===== config.mk =====
export PLATFORM = sky130hd
export DESIGN_NAME = vbs_timing_gen_flat
export DESIGN_NICKNAME = d
export VERILOG_FILES = /design/src/rtl/vbs_timing_gen_if.sv /design/src/rtl/vbs_timing_gen.sv /design/src/flat_wrapper.sv
export SDC_FILE = /design/constraint.sdc
export NUM_CORES = 1
export LEC_CHECK = 0
export BUFFER_PORTS_ARGS = -buffer_cell sky130_fd_sc_hd__buf_2
export CAP_MARGIN = 10
export CORE_ASPECT_RATIO = 1.2
export CORE_MARGIN = 2
export CORE_UTILIZATION = 62
export CTS_BUF_LIST = sky130_fd_sc_hd__clkbuf_8 sky130_fd_sc_hd__clkbuf_16
export CTS_CLUSTER_DIAMETER = 200
export DETAILED_ROUTE_END_ITERATION = 10
export PLACE_DENSITY = 0.93
export SYNTH_ARGS = -nofsm -noshare
export SYNTH_HDL_FRONTEND = slang
export SYNTH_SLANG_ARGS = --single-unit
export TNS_END_PERCENT = 30

===== constraint.sdc =====
create_clock -name clk -period 4.4 [get_ports clk]
set_input_delay 0.88 -clock clk [delete_from_list [all_inputs] [get_ports clk]]
set_output_delay 0.88 -clock clk [all_outputs]
set_load 0.02 [all_outputs]

===== src/rtl/vbs_timing_gen_if.sv =====
// ---------------------------------------------------------------------------------------------
// vbs_timing_gen_if
//   Bundles the video-side signals of vbs_timing_gen.
//   master : the timing generator (drives sync/pixel/strobes/fetch address, receives data).
//   slave  : the fetch logic and output pins (the opposite side).
// Signals
//   sync        0 = sync tip, 1 = not sync
//   pixel       luma bit, 0 outside the visible window
//   visible     active-window flag aligned with pixel/data
//   x, y        fetch column/row
//   req         1-clk strobe: x/y carry a new fetch address
//   data        fetched pixel bit, returned FETCH_LAT clocks after req
//   valid       qualifier for data
//   line_start  1-clk strobe at hc==0
//   frame_start 1-clk strobe at hc==0, vc==0
//   field       field parity
// ---------------------------------------------------------------------------------------------
interface vbs_timing_gen_if #(
   parameter int unsigned XW = 9,
   parameter int unsigned YW = 8
) ();
   logic          sync;
   logic          pixel;
   logic          visible;
   logic [XW-1:0] x;
   logic [YW-1:0] y;
   logic          req;
   logic          data;
   logic          valid;
   logic          line_start;
   logic          frame_start;
   logic          field;

   modport master (
      output sync, pixel, visible, x, y, req, line_start, frame_start, field,
      input  data, valid
   );

   modport slave (
      input  sync, pixel, visible, x, y, req, line_start, frame_start, field,
      output data, valid
   );
endinterface


===== src/rtl/vbs_timing_gen.sv =====
// ---------------------------------------------------------------------------------------------
// vbs_timing_gen
//   Parametrised composite-video (VBS) timing generator. Produces line/field timing, sync tips,
//   broad vsync pulses, fetch coordinates leading the visible window by FETCH_LAT clocks,
//   horizontal pixel stretching (PIX_DIV) and line/frame strobes.
// Ports
//   clk      system clock
//   reset_n  asynchronous active-low reset
//   vid      vbs_timing_gen_if.master (sync, pixel, visible, x, y, req, line_start,
//            frame_start, field out; data, valid in)
// Configuration
//   VBS_INTERLACE_EN : when defined, field toggles on every vc wrap, field=1 runs
//                      LINE_COUNT-1 lines and its line-0 broad pulse starts at H_TOTAL/2.
//                      When undefined, field is 0 and every field runs LINE_COUNT lines.
// ---------------------------------------------------------------------------------------------
module vbs_timing_gen #(
   parameter int unsigned H_TOTAL     = 512,
   parameter int unsigned LINE_COUNT  = 313,
   parameter int unsigned H_PIXELS    = 320,
   parameter int unsigned V_PIXELS    = 192,
   parameter int unsigned H_START     = 93,
   parameter int unsigned V_START     = 35,
   parameter int unsigned HSYNC_START = 2,
   parameter int unsigned HSYNC_LEN   = 28,
   parameter int unsigned VSYNC_LINES = 3,
   parameter int unsigned PIX_DIV     = 1,
   parameter int unsigned FETCH_LAT   = 1
) (
   input logic              clk,
   input logic              reset_n,
   vbs_timing_gen_if.master vid
);

   // Widths leave room for the exclusive end of every window (may equal H_TOTAL/LINE_COUNT).
   localparam int unsigned HW = $clog2(H_TOTAL + 1);
   localparam int unsigned VW = $clog2(LINE_COUNT + 1);
   localparam int unsigned XW = (H_PIXELS > 1) ? $clog2(H_PIXELS) : 1;
   localparam int unsigned YW = (V_PIXELS > 1) ? $clog2(V_PIXELS) : 1;

   localparam logic [HW-1:0] HLast    = HW'(H_TOTAL - 1);
   localparam logic [HW-1:0] HsBeg    = HW'(HSYNC_START);
   localparam logic [HW-1:0] HsEnd    = HW'(HSYNC_START + HSYNC_LEN);
   localparam logic [HW-1:0] BroadEnd = HW'(H_TOTAL - HSYNC_LEN);
   localparam logic [HW-1:0] WinBeg   = HW'(H_START);
   localparam logic [HW-1:0] WinEnd   = HW'(H_START + H_PIXELS * PIX_DIV);
   localparam logic [HW-1:0] FetBeg   = HW'(H_START - FETCH_LAT);
   localparam logic [HW-1:0] FetEnd   = HW'(H_START - FETCH_LAT + H_PIXELS * PIX_DIV);
   localparam logic [VW-1:0] VLast    = VW'(LINE_COUNT - 1);
   localparam logic [VW-1:0] VsEnd    = VW'(VSYNC_LINES);
   localparam logic [VW-1:0] VaBeg    = VW'(V_START);
   localparam logic [VW-1:0] VaEnd    = VW'(V_START + V_PIXELS);
   localparam logic [XW-1:0] XLast    = XW'(H_PIXELS - 1);
   localparam logic [1:0]    DivLast  = 2'(PIX_DIV - 1);

   // Elaboration-time parameter checks
   if (PIX_DIV < 1 || PIX_DIV > 4) begin : g_chk_div
      $error("vbs_timing_gen: PIX_DIV must be 1..4");
   end
   if (FETCH_LAT > 3) begin : g_chk_lat
      $error("vbs_timing_gen: FETCH_LAT must be 0..3");
   end
   if (H_START < FETCH_LAT) begin : g_chk_lead
      $error("vbs_timing_gen: H_START must be >= FETCH_LAT");
   end
   if (H_START + H_PIXELS * PIX_DIV > H_TOTAL) begin : g_chk_hwin
      $error("vbs_timing_gen: horizontal window exceeds H_TOTAL");
   end
   if (V_START + V_PIXELS > LINE_COUNT) begin : g_chk_vwin
      $error("vbs_timing_gen: vertical window exceeds LINE_COUNT");
   end
   if (HSYNC_START + HSYNC_LEN >= H_START) begin : g_chk_sync
      $error("vbs_timing_gen: sync tip must end before H_START");
   end

   logic [HW-1:0] hc_q, hc_d;
   logic [VW-1:0] vc_q, vc_d;
   logic [1:0]    div_q, div_d;
   logic [XW-1:0] x_q, x_d;
   logic [YW-1:0] y_q, y_d;
   logic          sync_q, sync_d;
   logic          visible_q, visible_d;
   logic          req_q, req_d;
   logic          line_start_q, line_start_d;
   logic          frame_start_q, frame_start_d;
   logic          field_out_q;

   logic          hc_wrap, vc_wrap;
   logic [VW-1:0] vc_last;
   logic          act_line, in_win, in_fetch;
   logic          in_tip, in_broad, sync_low;

`ifdef VBS_INTERLACE_EN
   localparam logic [VW-1:0] VLastShort = VW'(LINE_COUNT - 2);
   localparam logic [HW-1:0] HalfLine   = HW'(H_TOTAL / 2);

   logic field_q, field_d;

   assign vc_last = field_q ? VLastShort : VLast;
   assign field_d = (hc_wrap && vc_wrap) ? ~field_q : field_q;

   always_ff @(posedge clk or negedge reset_n) begin
      if (!reset_n) begin
         field_q <= 1'b0;
      end else begin
         field_q <= field_d;
      end
   end
`else
   logic field_q;

   assign vc_last = VLast;
   assign field_q = 1'b0;
`endif

   assign hc_wrap = (hc_q == HLast);
   assign vc_wrap = (vc_q == vc_last);

   always_comb begin
      hc_d = hc_wrap ? '0 : hc_q + 1'b1;
      vc_d = vc_q;
      if (hc_wrap) begin
         vc_d = vc_wrap ? '0 : vc_q + 1'b1;
      end

      in_tip   = (hc_q >= HsBeg) && (hc_q < HsEnd);
      in_broad = (hc_q >= HsBeg) && (hc_q < BroadEnd);
      sync_low = (vc_q < VsEnd) ? in_broad : in_tip;
`ifdef VBS_INTERLACE_EN
      // Odd field: line 0 keeps its tip and the broad pulse moves to the half line.
      if (field_q && (vc_q == '0)) begin
         sync_low = in_tip || ((hc_q >= HalfLine) && (hc_q < BroadEnd));
      end
`endif
      sync_d = ~sync_low;

      act_line = (vc_q >= VaBeg) && (vc_q < VaEnd);
      in_win   = act_line && (hc_q >= WinBeg) && (hc_q < WinEnd);
      in_fetch = act_line && (hc_q >= FetBeg) && (hc_q < FetEnd);

      // div_q is 0 on the first clock of each stretched pixel inside the fetch window.
      div_d = (in_fetch && (div_q != DivLast)) ? div_q + 2'd1 : 2'd0;
      req_d = in_fetch && (div_q == 2'd0);

      // x advances on the clock after each req so it already holds the next address.
      x_d = x_q;
      if (hc_q == '0) begin
         x_d = '0;
      end else if (req_q && (x_q != XLast)) begin
         x_d = x_q + 1'b1;
      end

      y_d = act_line ? YW'(vc_q - VaBeg) : y_q;

      visible_d     = in_win;
      line_start_d  = (hc_q == '0);
      frame_start_d = (hc_q == '0) && (vc_q == '0);
   end

   always_ff @(posedge clk or negedge reset_n) begin
      if (!reset_n) begin
         hc_q          <= '0;
         vc_q          <= '0;
         div_q         <= '0;
         x_q           <= '0;
         y_q           <= '0;
         sync_q        <= 1'b1;
         visible_q     <= 1'b0;
         req_q         <= 1'b0;
         line_start_q  <= 1'b0;
         frame_start_q <= 1'b0;
         field_out_q   <= 1'b0;
      end else begin
         hc_q          <= hc_d;
         vc_q          <= vc_d;
         div_q         <= div_d;
         x_q           <= x_d;
         y_q           <= y_d;
         sync_q        <= sync_d;
         visible_q     <= visible_d;
         req_q         <= req_d;
         line_start_q  <= line_start_d;
         frame_start_q <= frame_start_d;
         field_out_q   <= field_q;
      end
   end

   assign vid.sync        = sync_q;
   assign vid.visible     = visible_q;
   assign vid.x           = x_q;
   assign vid.y           = y_q;
   assign vid.req         = req_q;
   assign vid.line_start  = line_start_q;
   assign vid.frame_start = frame_start_q;
   assign vid.field       = field_out_q;
   // data/valid arrive on the clock that visible_q marks, so the gate is applied directly.
   assign vid.pixel       = visible_q & vid.data & vid.valid;

endmodule

===== src/flat_wrapper.sv =====
// flat-port wrapper written by rule: the top's interface ports become plain ports
module vbs_timing_gen_flat 
#(
   parameter int unsigned H_TOTAL     = 512,
   parameter int unsigned LINE_COUNT  = 313,
   parameter int unsigned H_PIXELS    = 320,
   parameter int unsigned V_PIXELS    = 192,
   parameter int unsigned H_START     = 93,
   parameter int unsigned V_START     = 35,
   parameter int unsigned HSYNC_START = 2,
   parameter int unsigned HSYNC_LEN   = 28,
   parameter int unsigned VSYNC_LINES = 3,
   parameter int unsigned PIX_DIV     = 1,
   parameter int unsigned FETCH_LAT   = 1
)
  (clk, reset_n, vid_sync, vid_pixel, vid_visible, vid_x, vid_y, vid_req, vid_line_start, vid_frame_start, vid_field, vid_data, vid_valid);
  vbs_timing_gen_if vid_i ();
  input logic clk;
  input logic reset_n;
  output wire logic [$bits(vid_i.sync)-1:0] vid_sync;
  output wire logic [$bits(vid_i.pixel)-1:0] vid_pixel;
  output wire logic [$bits(vid_i.visible)-1:0] vid_visible;
  output wire logic [$bits(vid_i.x)-1:0] vid_x;
  output wire logic [$bits(vid_i.y)-1:0] vid_y;
  output wire logic [$bits(vid_i.req)-1:0] vid_req;
  output wire logic [$bits(vid_i.line_start)-1:0] vid_line_start;
  output wire logic [$bits(vid_i.frame_start)-1:0] vid_frame_start;
  output wire logic [$bits(vid_i.field)-1:0] vid_field;
  input wire logic [$bits(vid_i.data)-1:0] vid_data;
  input wire logic [$bits(vid_i.valid)-1:0] vid_valid;
  assign vid_sync = vid_i.sync;
  assign vid_pixel = vid_i.pixel;
  assign vid_visible = vid_i.visible;
  assign vid_x = vid_i.x;
  assign vid_y = vid_i.y;
  assign vid_req = vid_i.req;
  assign vid_line_start = vid_i.line_start;
  assign vid_frame_start = vid_i.frame_start;
  assign vid_field = vid_i.field;
  assign vid_i.data = vid_data;
  assign vid_i.valid = vid_valid;
  vbs_timing_gen #(.H_TOTAL(H_TOTAL), .LINE_COUNT(LINE_COUNT), .H_PIXELS(H_PIXELS), .V_PIXELS(V_PIXELS), .H_START(H_START), .V_START(V_START), .HSYNC_START(HSYNC_START), .HSYNC_LEN(HSYNC_LEN), .VSYNC_LINES(VSYNC_LINES), .PIX_DIV(PIX_DIV), .FETCH_LAT(FETCH_LAT)) u_core (.clk(clk), .reset_n(reset_n), .vid(vid_i));
endmodule

* Word-level counts from Yosys, hierarchy flattened
Index checks and enable logic that the tools add are counted.
** Storage, ports and cells
- Output and inout bits :: 24
- Register bits after elaboration :: 43
- Word-level logic and storage cells :: 53
- Input bits :: 4
** Operators by class
- $lt $le $gt $ge :: 10
- Add/subtract/negate cells :: 5
- Eq/ne operators :: 3
- Muxes and demuxes :: 6
- Bitwise gates (word level) :: 3
- Reduce and logical (&&, ||, !) cells :: 16
** Operators with widths (number)
- 10-bit by 9-bit less-than comparator with 1-bit output (second input constant) :: 3
- 9-bit two-way mux :: 3
- 10-bit by 7-bit >= comparator with 1-bit output (second input constant) :: 2
- 9-bit by 1-bit adder with 9-bit output (second input constant) :: 2
- 1-bit logical AND :: 11
- 10-bit by 1-bit adder with 10-bit output (second input constant) :: 1
- 10-bit by 9-bit == test with 1-bit output (second input constant) :: 1
- 10-bit by 2-bit >= comparator with 1-bit output (second input constant) :: 1
- 10-bit logical NOT :: 1
- 10-bit by 5-bit less-than comparator with 1-bit output (second input constant) :: 1
- 10-bit two-way mux :: 1
- 9-bit == test (second input constant) :: 1
- 9-bit by 6-bit >= comparator with 1-bit output (second input constant) :: 1
- 9-bit logical NOT :: 1
- 9-bit by 2-bit less-than comparator with 1-bit output (second input constant) :: 1
- 9-bit by 8-bit less-than comparator with 1-bit output (second input constant) :: 1
- 9-bit inequality test (second input constant) :: 1
- 8-bit by 6-bit subtractor with 8-bit output (second input constant) :: 1
- 2-bit nonzero test :: 2
- 2-bit by 1-bit adder with 2-bit output (second input constant) :: 1
- 1-bit AND :: 2
- 2-bit logical NOT :: 1
- 2-bit two-way mux :: 1
- 1-bit two-way mux :: 1
- 1-bit inverter :: 1

* Logic depth before layout (Yosys ltp)
- Depth in word-level cells :: 6
- Depth in mapped cells :: 7
- Mapped depth without buffers :: 6

* Worst setup path before layout
No wires, ideal clock.
- Kind :: input -> output
- From :: in vid_valid
- To :: out vid_pixel
- Stages :: 1
- Required time :: 3.520 ns
- Data arrival time :: 1.133 ns
- Slack :: 2.387 ns
- Path buffers :: 0
- Path through :: and3_1
** Between the ends
- Word-level cells in the longest chain between the ends :: 1
** Ends and longest elaborated chain
- start: declaration :: RTL line flat_wrapper.sv:30 : input wire logic [$bits(vid_i.valid)-1:0] vid_valid;
- 1-bit AND :: RTL line vbs_timing_gen.sv:196 : assign vid.pixel = visible_q & vid.data & vid.valid;
- end: declaration :: RTL line flat_wrapper.sv:21 : output wire logic [$bits(vid_i.pixel)-1:0] vid_pixel;
No other way between the ends.

* Final worst setup path
Same ends and word-level chain as after synthesis.

==> run metrics <==
area of the core 0.00360 mm²; number of synthesized register bits 43; Longest Clk Path Bufs 2; clock tree from TritonCTS built; standby leakage power 0.00123 µW; dominant cell type by area after synthesis dfrtp_1; number of global-route vias before repair 1723; number of hold-repair buffers added at the cts stage 0; number of gates resized after CTS 0; library cell used as clock root buffer clkbuf_8; insertion delay of the later-clocked pin in the worst-skew pair 300 ps; final worst path period share 49.1%; max-cap check violation count 0; share of post-route cells with drive strength above 1 19.5%; final count of negative-setup-slack endpoints 0; commonest register cell after synthesis dfrtp_1; number of sinks driven by the clock tree 43; final hold viol count 0; # rows 24; Slew Viols, Final 0; cell area after synthesis 0.00232 mm²; Yosys warning total 0; synth unique cells 47; final worst clock skew 8.67 ps; I/O pins 28; EDFF count, synth 0; dpl hpwl 3.22 mm; Yosys top cell area share 45.3%; H-tree Lvls 2; Achievable Freq 463 MHz; Final Wtd Congestion 0.920; initial DRC count 123; diodes inserted 0; pwr dens 267 mW/mm²; Die X-Extent 59.9 µm; measured slew at the worst slew-check pin 933 ps; number of standard cells after synthesis 229; via count of the routed design 1790; setup repair after global routing missed its margin no; arrival time worst endpoint 1280 ps; GR Overflow Total 0; type of destination of the critical path primary output; async set or reset register ratio after synthesis 100%; detailed-route wire length per cell 16.3 µm; tightest slew margin relative to the limit 37.8%; Fillers 252; clock-pin slew of the registers on the worst-case setup and hold paths 80 ps; total negative setup slack 0 ps; Hold WC Path Type flop to flop; Max rail drop VDD 0.000194 V; Area Growth Syn to Fin 9.21%; total length of routed wires 4.72 mm; met1 GRT Util 30.9%; pin count of the biggest net entering global routing 44; Setup Fix Bufs, Post-CTS 0; Critical Path RT 3520 ps; total number of nets in the final design 262; worst hold slack 509 ps; Crit Path Max Fanout 1; number of search-and-repair iterations in the first detailed-routing pass 4; global-route met2 utilization 41.4%; average cell area after synthesis 10.1 µm²; startpoint kind of the worst setup timing path input port; detailed-route vias per instance 6.17; PortBufs 26; Die Area 0.00425 mm²; most heavily used metal layer in global routing met2; die extent in y 71.0 µm; clock period minus final worst setup slack 2160 ps; DRC Markers 0; register area share after synthesis 46.4%; CTS buffer count 5; Global Route met3 Usage 6.95%; starting density of the core 64.4%; Total Routing Usage GR 25.1%; dominant cells by area after synthesis dfrtp_1 (45%), ha_1 (4.3%), xor2_1 (4.1%), mux2_4 (3.9%), xnor2_1 (3.4%); Net Count, Synth 241; number of nets with antenna violations after routing 0; antenna violations before repair 0; wire length of the first global-routing pass 8.05 mm; result of the run completed; Critical Setup Path Class input port to primary output
path summary, 6_finish.rpt:
path                                       from              end  slack, ps  depth (start not counted)
worst max register to register   u_core.hc_q[1]   u_core.vc_q[2]       2360                          5
worst max-delay path                  vid_valid        vid_pixel       2240                          3
max in group asynchronous               reset_n  u_core.vid.y[7]       3100                          1
worst min-delay path            u_core.vid.y[4]  u_core.vid.y[4]        510                          1
min in group asynchronous               reset_n  u_core.vid.x[3]        710                          1
worst min register to register  u_core.vid.y[4]  u_core.vid.y[4]        510                          1
final cells by class:
cell class	instances	area (µm²)	area share (%)
sequential	43	1080	42.5
clock buffer	7	96.3	3.80
multi-input combinational	161	1130	44.4
clock inverter	1	3.75	0.148
inverter	12	45.0	1.78
timing repair buffer	27	138	5.43
tap	39	48.8	1.92
critical path, cell delays in order:
cell and delay [ps]:
buf_2 90, and3_1 160, buf_2 150
routing by layer:
metal,routed length (µm),part of all wire [%],vias to the layer above
li1,-,-,852
met1,1980,42,874
met2,2470,52,56
met3,190,4.0,8
met4,87,1.8,0
met5,0,0,-
report_power, final:
group          switching (µW)  leakage (µW)  internal, µW
Sequential                  0      0.000583           395
Clock                     132     0.0000557           141
Combinational            8.12      0.000591         0.926
sequential cells by signal (all words and copies together) (netlist names):
register                cells
u_core.div_q                2
u_core.vid.y                8
u_core.vid.frame_start      1
u_core.vid.sync             1
u_core.vc_q                 9
u_core.hc_q                10
u_core.vid.req              1
u_core.vid.visible          1
u_core.vid.line_start       1
u_core.vid.x                9
cells in the mapped netlist, types with 3 or more instances:
cell type,n
a31oi_1,3
nand2b_1,4
and3_1,6
xnor2_1,9
inv_1,12
ha_1,8
a21oi_1,8
mux2_2,3
o21ai_0,7
nand2_1,9
and4_1,3
nor4_1,8
clkbuf_1,6
dfrtp_1,42
nor2_1,16
mux2_4,6
and2_1,3
nor3_1,6
xor2_1,11
o211ai_1,3
buf_2,4
nand4_1,6
nand3_1,14
cell families after synthesis:
family / count (synthesis) / share of synthesized area (%)
other: 1 / 0.161
buffers and inverters: 25 / 5.06
AO/OA/AOI/OAI: 36 / 10.3
multiplexers: 11 / 6.20
adder cells (fa/ha/maj): 8 / 4.31
flip-flops: 43 / 46.4
XOR/XNOR: 20 / 7.54
AND/OR/NAND/NOR: 85 / 20.0
layout by cell type (no fill, tap or decap), types with 4 or more instances in the layout:
master and instances:
ha_1 8, nor2_1 16, a21oi_1 8, o21ai_0 7, xor2_1 11, nand2b_1 4
mux2_4 6, nand4_1 6, nor3_1 6, clkbuf_8 7, nand3_1 14, xnor2_1 9
buf_2 26, nand2_1 9, nor4_1 8, inv_1 13, and3_1 6, dfrtp_1 42
stage by stage:
| step | util (%) | setup slack [ps] | cell area, µm² | total power [µW] | instances |
|---|---|---|---|---|---|
| floorplan | - | 2390 | 2320 | 404 | 229 |
| global placement | 67.6 | 2240 | 2440 | 412 | 282 |
| detailed placement | 67.6 | 2240 | 2440 | 412 | 282 |
| CTS | 70.4 | 2240 | 2540 | 681 | 290 |
| global route | 70.4 | 2150 | 2540 | 702 | 290 |
| finish | 70.4 | 2240 | 2540 | 677 | 290 |
No activity file was read; power rests on OpenSTA's default activity.
